## config.mk

```make
export PLATFORM = sky130hd
export DESIGN_NAME = demod_error_monitor
export DESIGN_NICKNAME = d
export VERILOG_FILES = /design/src/rtl/demod_error_monitor.sv
export SDC_FILE = /design/constraint.sdc
export NUM_CORES = 2
export LEC_CHECK = 0
export BUFFER_PORTS_ARGS = -buffer_cell sky130_fd_sc_hd__buf_2
export CAP_MARGIN = 20
export CORE_UTILIZATION = 63
export DETAILED_ROUTE_END_ITERATION = 8
export HOLD_SLACK_MARGIN = 0.12
export PLACE_DENSITY = 0.78
export SLEW_MARGIN = 40
export SYNTH_ARGS = -nofsm -noshare
export SYNTH_HDL_FRONTEND = slang
export SYNTH_HIERARCHICAL = 1
export SYNTH_SLANG_ARGS = --single-unit
```

## constraint.sdc

```tcl
create_clock -name clk -period 9.5 [get_ports clk]
set_clock_uncertainty 0.2 [all_clocks]
set_input_delay 2.375 -clock clk [delete_from_list [all_inputs] [get_ports clk]]
set_output_delay 2.375 -clock clk [all_outputs]
set_load 0.05 [all_outputs]
```

## src/rtl/demod_error_monitor.sv

```systemverilog
// -----------------------------------------------------------------------------
// demod_error_monitor
//   Compares a demodulator under test against a reference demodulator, one
//   independent lane per channel. Each lane aligns the two sample streams in
//   arrival order through a pair of FIFOs, squares the difference and reports
//   the mean-square error once per 2^WINDOW_LOG2 pairs.
//
// Ports (top):
//   clk, reset           clock, synchronous active-high reset
//   enable_i             high = monitor runs, low = flush and idle
//   clear_i              pulse, clears sticky fail_o / overflow_o
//   threshold_msq_i      mean-square threshold, LSB^2 (2*DW bits)
//   dut_data_i/valid_i   DUT samples, channel c at [c*DW +: DW]
//   ref_data_i/valid_i   reference samples, same packing
//   msq_o                last completed window mean-square, 2*DW per channel
//   msq_valid_o          one-cycle pulse per channel when msq_o updates
//   fail_o               sticky, some window exceeded the threshold
//   overflow_o           sticky, a sample was dropped on a full FIFO
//   window_count_o       windows completed on channel 0 (wraps)
// -----------------------------------------------------------------------------

// First-word-fall-through FIFO. The caller only asserts push when the write is
// legal (not full, or a pop in the same cycle) and pop only when not empty.
module demod_err_fifo #(
  parameter int DW    = 16,
  parameter int DEPTH = 16
) (
  input  logic          clk,
  input  logic          reset,
  input  logic          flush,
  input  logic          push,
  input  logic [DW-1:0] push_data,
  input  logic          pop,
  output logic [DW-1:0] head,
  output logic          empty,
  output logic          full
);
  localparam int AW = $clog2(DEPTH);
  localparam logic [AW:0] PTR_ONE = (AW+1)'(1);

  logic [DW-1:0] mem [DEPTH];
  logic [AW:0]   wr_ptr;
  logic [AW:0]   rd_ptr;

  always_ff @(posedge clk) begin
    if (reset || flush) begin
      wr_ptr <= '0;
      rd_ptr <= '0;
    end else begin
      if (push) wr_ptr <= wr_ptr + PTR_ONE;
      if (pop)  rd_ptr <= rd_ptr + PTR_ONE;
    end
  end

  always_ff @(posedge clk) begin
    if (push) mem[wr_ptr[AW-1:0]] <= push_data;
  end

  assign head  = mem[rd_ptr[AW-1:0]];
  assign empty = (wr_ptr == rd_ptr);
  // Extra pointer bit distinguishes full from empty when the indices match.
  assign full  = (wr_ptr[AW] != rd_ptr[AW]) && (wr_ptr[AW-1:0] == rd_ptr[AW-1:0]);
endmodule

// -----------------------------------------------------------------------------
// One monitor lane: alignment FIFOs, sequencing FSM, error pipeline, flags.
//
//   state   | meaning
//   --------+------------------------------------------------------------
//   ST_IDLE | enable low: FIFOs flushed, counters/pipeline zeroed
//   ST_SKIP | settling: popped pairs discarded, skip down-counter running
//   ST_RUN  | popped pairs feed the error pipeline and window accumulator
// -----------------------------------------------------------------------------
module demod_err_channel #(
  parameter int DATA_WIDTH  = 16,
  parameter int SIGNED_DATA = 1,
  parameter int FIFO_DEPTH  = 16,
  parameter int WINDOW_LOG2 = 7,
  parameter int SKIP_PAIRS  = 8
) (
  input  logic                    clk,
  input  logic                    reset,
  input  logic                    enable_i,
  input  logic                    clear_i,
  input  logic [2*DATA_WIDTH-1:0] threshold_msq_i,
  input  logic [DATA_WIDTH-1:0]   dut_data_i,
  input  logic                    dut_valid_i,
  input  logic [DATA_WIDTH-1:0]   ref_data_i,
  input  logic                    ref_valid_i,
  output logic [2*DATA_WIDTH-1:0] msq_o,
  output logic                    msq_valid_o,
  output logic                    fail_o,
  output logic                    overflow_o
);
  localparam int DW   = DATA_WIDTH;
  localparam int ACCW = 2*DW + WINDOW_LOG2;
  localparam int SKW  = (SKIP_PAIRS < 1) ? 1 : $clog2(SKIP_PAIRS + 1);
  localparam logic [SKW-1:0]         SKIP_LOAD = SKW'(SKIP_PAIRS);
  localparam logic [SKW-1:0]         SKIP_ONE  = SKW'(1);
  localparam logic [WINDOW_LOG2-1:0] PAIR_ONE  = WINDOW_LOG2'(1);

  typedef enum logic [1:0] {ST_IDLE, ST_SKIP, ST_RUN} state_t;

  state_t state;
  state_t state_next;

  logic [DW-1:0] dut_head;
  logic [DW-1:0] ref_head;
  logic          dut_empty;
  logic          dut_full;
  logic          ref_empty;
  logic          ref_full;
  logic          active;
  logic          pop;
  logic          run_pop;
  logic          dut_push;
  logic          ref_push;
  logic          dut_drop;
  logic          ref_drop;

  logic [SKW-1:0]         skip_cnt;
  logic [WINDOW_LOG2-1:0] pair_cnt;
  logic                   pair_last;

  logic signed [DW:0] diff;
  logic signed [DW:0] e_q;
  logic               e_vld;
  logic               e_last;
  logic [DW:0]        e_neg;
  logic [DW-1:0]      e_mag;
  logic [2*DW-1:0]    sq_next;
  logic [2*DW-1:0]    sq_q;
  logic               sq_vld;
  logic               sq_last;
  logic [ACCW-1:0]    acc;
  logic               acc_last;
  logic [2*DW-1:0]    acc_msq;
  logic               fail_set;

  function automatic logic signed [DW:0] extend(input logic [DW-1:0] d);
    if (SIGNED_DATA != 0) return {d[DW-1], d};
    else                  return {1'b0, d};
  endfunction

  // enable_i is folded in so a drop takes effect on the very next edge.
  assign active  = enable_i && (state != ST_IDLE);
  assign pop     = active && !dut_empty && !ref_empty;
  assign run_pop = pop && (state == ST_RUN);

  assign dut_push = active && dut_valid_i && (!dut_full || pop);
  assign ref_push = active && ref_valid_i && (!ref_full || pop);
  assign dut_drop = active && dut_valid_i && dut_full && !pop;
  assign ref_drop = active && ref_valid_i && ref_full && !pop;

  demod_err_fifo #(.DW(DW), .DEPTH(FIFO_DEPTH)) u_dut_fifo (
    .clk       (clk),
    .reset     (reset),
    .flush     (!active),
    .push      (dut_push),
    .push_data (dut_data_i),
    .pop       (pop),
    .head      (dut_head),
    .empty     (dut_empty),
    .full      (dut_full)
  );

  demod_err_fifo #(.DW(DW), .DEPTH(FIFO_DEPTH)) u_ref_fifo (
    .clk       (clk),
    .reset     (reset),
    .flush     (!active),
    .push      (ref_push),
    .push_data (ref_data_i),
    .pop       (pop),
    .head      (ref_head),
    .empty     (ref_empty),
    .full      (ref_full)
  );

  always_ff @(posedge clk) begin
    if (reset) state <= ST_IDLE;
    else       state <= state_next;
  end

  always_comb begin
    state_next = state;
    case (state)
      ST_IDLE: begin
        if (enable_i) state_next = (SKIP_PAIRS == 0) ? ST_RUN : ST_SKIP;
      end
      ST_SKIP: begin
        if (!enable_i)                      state_next = ST_IDLE;
        else if (pop && skip_cnt == SKIP_ONE) state_next = ST_RUN;
      end
      ST_RUN: begin
        if (!enable_i) state_next = ST_IDLE;
      end
      default: state_next = ST_IDLE;
    endcase
  end

  // Settling and window counters both count down; the window counter wraps
  // from 0 back to all-ones, so windows follow each other without a gap.
  always_ff @(posedge clk) begin
    if (reset || !active) begin
      skip_cnt <= SKIP_LOAD;
      pair_cnt <= '1;
    end else begin
      if (pop && state == ST_SKIP) skip_cnt <= skip_cnt - SKIP_ONE;
      if (run_pop)                 pair_cnt <= pair_cnt - PAIR_ONE;
    end
  end

  assign pair_last = (pair_cnt == '0);
  assign diff      = extend(dut_head) - extend(ref_head);

  // |e| <= 2^DW-1, so squaring the DW-bit magnitude is exact in 2*DW bits.
  assign e_neg   = -e_q;
  assign e_mag   = e_q[DW] ? e_neg[DW-1:0] : e_q[DW-1:0];
  assign sq_next = {{DW{1'b0}}, e_mag} * {{DW{1'b0}}, e_mag};
  assign acc_msq = acc[ACCW-1:WINDOW_LOG2];

  always_ff @(posedge clk) begin
    if (reset || !active) begin
      e_q         <= '0;
      e_vld       <= 1'b0;
      e_last      <= 1'b0;
      sq_q        <= '0;
      sq_vld      <= 1'b0;
      sq_last     <= 1'b0;
      acc         <= '0;
      acc_last    <= 1'b0;
      msq_valid_o <= 1'b0;
    end else begin
      e_q      <= run_pop ? diff : '0;
      e_vld    <= run_pop;
      e_last   <= run_pop && pair_last;
      sq_q     <= e_vld ? sq_next : '0;
      sq_vld   <= e_vld;
      sq_last  <= e_vld && e_last;
      acc_last <= sq_vld && sq_last;
      // On the cycle the finished sum is read out, the next window's first
      // square (if any) seeds the accumulator directly.
      if (acc_last)    acc <= sq_vld ? {{WINDOW_LOG2{1'b0}}, sq_q} : '0;
      else if (sq_vld) acc <= acc + {{WINDOW_LOG2{1'b0}}, sq_q};
      msq_valid_o <= acc_last;
    end
  end

  // msq_o holds the last completed window across IDLE periods.
  always_ff @(posedge clk) begin
    if (reset)                   msq_o <= '0;
    else if (active && acc_last) msq_o <= acc_msq;
  end

  assign fail_set = active && acc_last && (acc_msq > threshold_msq_i);

  // Set has priority over a coincident clear.
  always_ff @(posedge clk) begin
    if (reset) begin
      fail_o     <= 1'b0;
      overflow_o <= 1'b0;
    end else begin
      fail_o     <= fail_set || (fail_o && !clear_i);
      overflow_o <= dut_drop || ref_drop || (overflow_o && !clear_i);
    end
  end
endmodule

// -----------------------------------------------------------------------------
// Top: one lane per channel plus the channel-0 window counter.
// -----------------------------------------------------------------------------
module demod_error_monitor #(
  parameter int NUM_CHANNELS = 2,
  parameter int DATA_WIDTH   = 16,
  parameter int SIGNED_DATA  = 1,
  parameter int FIFO_DEPTH   = 16,
  parameter int WINDOW_LOG2  = 7,
  parameter int SKIP_PAIRS   = 8
) (
  input  logic                                 clk,
  input  logic                                 reset,
  input  logic                                 enable_i,
  input  logic                                 clear_i,
  input  logic [2*DATA_WIDTH-1:0]              threshold_msq_i,
  input  logic [NUM_CHANNELS*DATA_WIDTH-1:0]   dut_data_i,
  input  logic [NUM_CHANNELS-1:0]              dut_valid_i,
  input  logic [NUM_CHANNELS*DATA_WIDTH-1:0]   ref_data_i,
  input  logic [NUM_CHANNELS-1:0]              ref_valid_i,
  output logic [NUM_CHANNELS*2*DATA_WIDTH-1:0] msq_o,
  output logic [NUM_CHANNELS-1:0]              msq_valid_o,
  output logic [NUM_CHANNELS-1:0]              fail_o,
  output logic [NUM_CHANNELS-1:0]              overflow_o,
  output logic [15:0]                          window_count_o
);
  localparam int DW = DATA_WIDTH;

  for (genvar c = 0; c < NUM_CHANNELS; c++) begin : g_ch
    demod_err_channel #(
      .DATA_WIDTH  (DATA_WIDTH),
      .SIGNED_DATA (SIGNED_DATA),
      .FIFO_DEPTH  (FIFO_DEPTH),
      .WINDOW_LOG2 (WINDOW_LOG2),
      .SKIP_PAIRS  (SKIP_PAIRS)
    ) u_ch (
      .clk             (clk),
      .reset           (reset),
      .enable_i        (enable_i),
      .clear_i         (clear_i),
      .threshold_msq_i (threshold_msq_i),
      .dut_data_i      (dut_data_i[c*DW +: DW]),
      .dut_valid_i     (dut_valid_i[c]),
      .ref_data_i      (ref_data_i[c*DW +: DW]),
      .ref_valid_i     (ref_valid_i[c]),
      .msq_o           (msq_o[c*2*DW +: 2*DW]),
      .msq_valid_o     (msq_valid_o[c]),
      .fail_o          (fail_o[c]),
      .overflow_o      (overflow_o[c])
    );
  end

  always_ff @(posedge clk) begin
    if (reset)               window_count_o <= '0;
    else if (msq_valid_o[0]) window_count_o <= window_count_o + 16'd1;
  end
endmodule

```

### Word level (Yosys, flattened, before mapping)

Memory sizes are Yosys's and may differ from the RTL's. A register that Yosys moved wholly into a read port is not among the register bits.
Index checks and enable logic that the tools add are counted.

| storage, ports and cells | value |
|---|---|
| output and inout port bits | 86 |
| bits in writable memories | 1024 |
| latch bits | 0 |
| memories kept | 4 |
| word-level logic and storage cells | 211 |
| memory bits (read-only) | 0 |
| register bits after elaboration | 338 |

| operators by class | value |
|---|---|
| bitwise gates (word level) | 4 |
| div/mod/pow operators | 0 |
| $mul | 2 |
| $lt $le $gt $ge | 2 |
| muxes and demuxes | 32 |
| equal/unequal tests | 24 |
| add/subtract/negate cells | 19 |
| shifts and indexed selects | 0 |
| reductions and logical operators | 85 |

Memory list:

| name | words | width | read ports | clocked after memory_dff | wr ports | RTL line | RTL |
|---|---|---|---|---|---|---|---|
| g_ch[0].u_ch.u_dut_fifo.mem | 16 | 16 | 1 | 1 | 1 | 41 | `logic [DW-1:0] mem [DEPTH];` |
| g_ch[0].u_ch.u_ref_fifo.mem | 16 | 16 | 1 | 1 | 1 | 41 |  |
| g_ch[1].u_ch.u_dut_fifo.mem | 16 | 16 | 1 | 1 | 1 | 41 |  |
| g_ch[1].u_ch.u_ref_fifo.mem | 16 | 16 | 1 | 1 | 1 | 41 |  |

Operators with widths:

| cell | count |
|---|---|
| 39-bit 2-to-1 mux | 4 |
| 39-bit by 32-bit adder with 39-bit output | 2 |
| 32-bit > comparator | 2 |
| 16-bit by 16-bit multiplier with 32-bit output | 2 |
| 32-bit 2-to-1 mux | 2 |
| 1-bit logical AND | 46 |
| 5-bit by 1-bit adder with 5-bit output (second input constant) | 8 |
| 16-bit by 16-bit subtractor with 17-bit output | 2 |
| 16-bit 2-to-1 mux | 2 |
| 4-bit 2-to-1 mux | 8 |
| 16-bit negation | 2 |
| 5-bit == test | 4 |
| 16-bit by 1-bit adder with 16-bit output (second input constant) | 1 |
| 4-bit == test | 4 |
| 7-bit logical NOT | 2 |
| 7-bit by 1-bit subtractor with 7-bit output (second input constant) | 2 |
| 1-bit logical NOT | 13 |
| 1-bit logical OR | 12 |
| 2-bit 2-to-1 mux | 6 |
| 2-bit one-hot mux with 3 select lines | 2 |
| 4-bit by 1-bit == test with 1-bit output (second input constant) | 2 |
| 1-bit 2-to-1 mux | 8 |
| 2-bit != test (second input constant) | 4 |
| 2-bit nonzero test | 4 |
| other kinds (9) | 24 |

### Depth between registers and ports, before layout

| depth | value |
|---|---|
| depth after elaboration | 8 |
| depth in mapped cells | 33 |

### Hierarchy

Netlist, hierarchy kept.

By module, submodules not included:

| module | times used | seq. area each (um^2) | area each (um^2) | cells each |
|---|---|---|---|---|
| demod_err_fifo (g_ch[0].u_ch.u_dut_fifo ...) | 2 | 7967.6 | 10352.4 | 475 |
| demod_err_fifo (g_ch[1].u_ch.u_dut_fifo ...) | 2 | 7967.6 | 10333.7 | 475 |
| demod_err_channel (g_ch[1].u_ch) | 1 | 2802.7 | 15610.0 | 1891 |
| demod_err_channel (g_ch[0].u_ch) | 1 | 2802.7 | 15595.0 | 1887 |
| demod_error_monitor | 1 | 320.3 | 757.0 | 83 |

### Worst setup path before layout

OpenSTA, ideal clock, no wires.

| timing | value |
|---|---|
| kind | register to register |
| start point | register g_ch[0].u_ch.e_q[0] |
| end point | register g_ch[0].u_ch.sq_q[25] |
| data required time | 9.172 ns |
| slack | 1.220 ns |
| period minus slack after synthesis | 8.280 ns |
| arrival time | 7.952 ns |
| cell stages (with the launch flop) | 32 |
| cells stage by stage | dfxtp_1 clkinv_1 clkbuf_1 ha_1 nand2b_1 or4_1 or2_2 o41ai_2 xor2_2 inv_2 nand2_1 inv_1 fa_1 inv_1 fa_1 inv_1 fa_1 fa_1 fa_1 inv_1 fa_1 inv_1 ha_1 a22oi_1 nand3_1 a211oi_1 nor2_1 a221oi_1 o21ai_0 a31oi_1 xor2_1 nor2_1 |

| between the ends | value |
|---|---|
| longest elaborated chain between the ends | 3 |

RTL lines:

| what | RTL line | RTL |
|---|---|---|
| start, declared | 126 | `logic signed [DW:0] e_q;` |
| start signal, assigned | 234 | `e_q <= run_pop ? diff : '0;` |
| 16-bit negation | 217 | `assign e_neg = -e_q;` |
| 16-bit 2-to-1 mux * | 218 | `assign e_mag = e_q[DW] ? e_neg[DW-1:0] : e_q[DW-1:0];` |
| 16-bit by 16-bit multiplier with 32-bit output * | 219 | `assign sq_next = {{DW{1'b0}}, e_mag} * {{DW{1'b0}}, e_mag};` |
| end signal, assigned | 237 | `sq_q <= e_vld ? sq_next : '0;` |
| end, declared | 132 | `logic [2*DW-1:0] sq_q;` |

Every way passes the cells marked *; elsewhere a longest branch is shown, timed or not.
A chain may end at the register's enable or synchronous reset.

### Worst setup path after layout

| timing | value |
|---|---|
| start point | register g_ch[0].u_ch.e_q[1] |
| end point | register g_ch[0].u_ch.sq_q[25] |

The elaborated chain is that of the path after synthesis.

==> reports/results.tsv <==
metric	value	unit
cts_sinks	1376	
fin_crit	8.566	ns
grt_use_total	0.3053	
top_layer_used	met5	
ir_drop	0.0001936	V
mostFrequentLayoutCells	1024 x edfxtp_1, 618 x inv_1, 497 x nand2_1	
cts.clk_slew.worst_paths	0.06	ns
timing.final.crit_share	0.9017	
wl_per_cell	23.49	µm
outcome	complete, no violations	
finalHoldViolCount	0	
rsz0062_at_grt	no	
cts_resized	0	
syn_to_final_growth	9.865	%
drive_gt1_frac	0.1355	
rows	124	
synth-edff-count	1024	
avgSynthCellArea	12.73	µm²
syn-num-nets	6575	
final_max_slew_viol_count	0	
finalNonFillerCells	7576	
cp-end-kind	register	
vias	47200	
cts-buffers-inserted	140	
grt_start_max_net_pins	65	
worst_slew_pin_slew	0.8926	ns
start_util	0.6387	
route.met3.wl	14450	µm
yosysSeqAreaShare	0.5154	
layout.nets	6765	
cts_post_setup_buffers_inserted	0	
setup_viol	0	
multi_input_comb_area	32160	µm²
cp_max_fo	9	
maxCapViolations	0	
wl_met1	68960	µm
wl	177900	µm
dp_hpwl	118200	µm
fillers	7721	
critPathRequiredTime	9.90	ns
arrival	8.96	ns
tns	0	ns
p_leak	31.90	nW
crit_slowest_cell	xor2_1	
final-seq-area	37820	µm²
cts_root_buf	clkbuf_16	
grt_first_pass_wirelength	273500	µm
drtIter0Drc	4836	
start_kind	register	
htree_num_levels	4	
hold_buffers	0	
syn_area	73330	µm²
final_antenna_net_count	0	
insertion_delay	0.77	ns
ios	190	
synth_async_sr_flop_share	0	
die_y	343.2	µm
synth.distinct_cells	107	
cts_buffer_depth	3	
dp_cells	7319	
final_common_cell	edfxtp_1	
slew_headroom	0.4029	
routed_via_density	6.230	
hp-class	reg2reg	
route.detailed.drc	0	
powerDensity	151.9	nW/µm²
drt_pass1_iterations	6	
max_freq	0.1167	GHz
route.met2.wl	87400	µm
coreArea	114800	µm²
die_area	117800	µm²
grt_pass1_vias	47750	
crit_top_cell	fa_1	
die_x	343.2	µm
cts_tree	built	
crit_type	reg2reg	
place.gp.congestion	0.9766	
antenna_found_initial	21	
io_buffers	189	
crit_path_max_incr_delay	0.66	ns
synth_cells	5761	
yosys_warnings	6	
synth_flop_cell	edfxtp_1	
ys_ff_latch	1376	
grt_overflow	0	
-- cell type report --
type / instances / share of cell area
inverter: 644 / 0.03000
timing repair buffer: 266 / 0.01933
clock inverter: 73 / 0.01205
multi-input combinational: 3523 / 0.3992
tap: 1512 / 0.02348
sequential: 1376 / 0.4694
clock buffer: 177 / 0.04636
antenna: 5 / 0.0001553
-- cell families after synthesis --
kind of cell / synth area share
buf+inv: 0.04716
flops: 0.5154
simple gates: 0.08865
xor+xnor: 0.02687
compound gates: 0.08162
mux: 0.08548
fa+ha+maj: 0.1548
-- critical path: cells and delay by family (launching register included) --
family / cells / cell delay [ns]
buffers and inverters: 6 / 0.77
and+or+nand+nor: 7 / 1.33
AOI/OAI and AO/OA: 6 / 1.41
xor gates and xnor gates: 2 / 0.82
DFF: 1 / 0.32
adders and majority gates: 8 / 3.52
-- synthesized netlist by cell type (89+ instances only) --
| cell type | count | area share |
|---|---|---|
| o21ai_0 | 110 | 0.0075 |
| fa_1 | 329 | 0.090 |
| xor2_1 | 104 | 0.012 |
| a21o_1 | 89 | 0.0091 |
| clkbuf_1 | 160 | 0.0082 |
| ha_1 | 381 | 0.065 |
| dfxtp_1 | 352 | 0.096 |
| a22oi_1 | 152 | 0.016 |
| mux4_2 | 216 | 0.066 |
| xnor2_1 | 111 | 0.013 |
| edfxtp_1 | 1024 | 0.42 |
| a21oi_1 | 263 | 0.018 |
| inv_1 | 622 | 0.032 |
| nand2_1 | 499 | 0.026 |
| nor2_1 | 421 | 0.022 |
-- sequential cells by signal, indices dropped and copies added (netlist names), 4 cells and up, named ones only --
name	count
g_ch.u_ch/sq_q	62
window_count_o	16
g_ch.u_ch/u_dut_fifo/rd_ptr	10
g_ch.u_ch/u_dut_fifo/mem	512
g_ch.u_ch/skip_cnt	8
g_ch.u_ch/state	4
g_ch.u_ch/u_dut_fifo/wr_ptr	10
g_ch.u_ch/msq_o	64
g_ch.u_ch/u_ref_fifo/wr_ptr	10
g_ch.u_ch/u_ref_fifo/rd_ptr	10
g_ch.u_ch/e_q	34
g_ch.u_ch/u_ref_fifo/mem	512
g_ch.u_ch/pair_cnt	14
g_ch.u_ch/acc	78
-- per-stage QoR --
step | worst slack [ns] | power, mW | utilization | area, µm² | hold slack (ns)
after floorplan | 1.220 | 6.651 | - | 73330 | 0.2172
after global placement | 1.139 | 6.743 | 0.6595 | 75720 | 0.2302
after detailed placement | 0.9800 | 6.752 | 0.6603 | 75810 | 0.2286
after CTS | 0.9526 | 12.30 | 0.7013 | 80520 | 0.2439
after global routing | 0.3059 | 12.54 | 0.7017 | 80560 | 0.2578
final | 0.9341 | 12.24 | 0.7018 | 80570 | 0.2462
-- power breakdown --
part / total (mW) / switching (mW) / internal [mW]
registers: 6.45 / 0.00185 / 6.45
clock network: 5.61 / 2.37 / 3.23
logic: 0.179 / 0.130 / 0.0494
-- path summary, 6_finish.rpt --
kind / startpoint / end / slack (ns) / cells after the start
setup / recovery: g_ch[0].u_ch/e_q[1] / g_ch[0].u_ch/sq_q[25] / 0.93 / 29
hold / removal: g_ch[0].u_ch/pair_cnt[6] / g_ch[0].u_ch/e_last / 0.25 / 1
setup reg to reg: g_ch[0].u_ch/e_q[1] / g_ch[0].u_ch/sq_q[25] / 0.93 / 29
hold reg to reg: g_ch[0].u_ch/pair_cnt[6] / g_ch[0].u_ch/e_last / 0.25 / 1
-- metal layers --
metal  vias to the layer above  global-route usage
li1                      21100                   -
met1                     23510              0.3961
met2                      2147              0.5094
met3                       430             0.05563
met4                        20              0.1263
met5                         -                   0
Note: power is estimated with default switching activity, not from simulation.
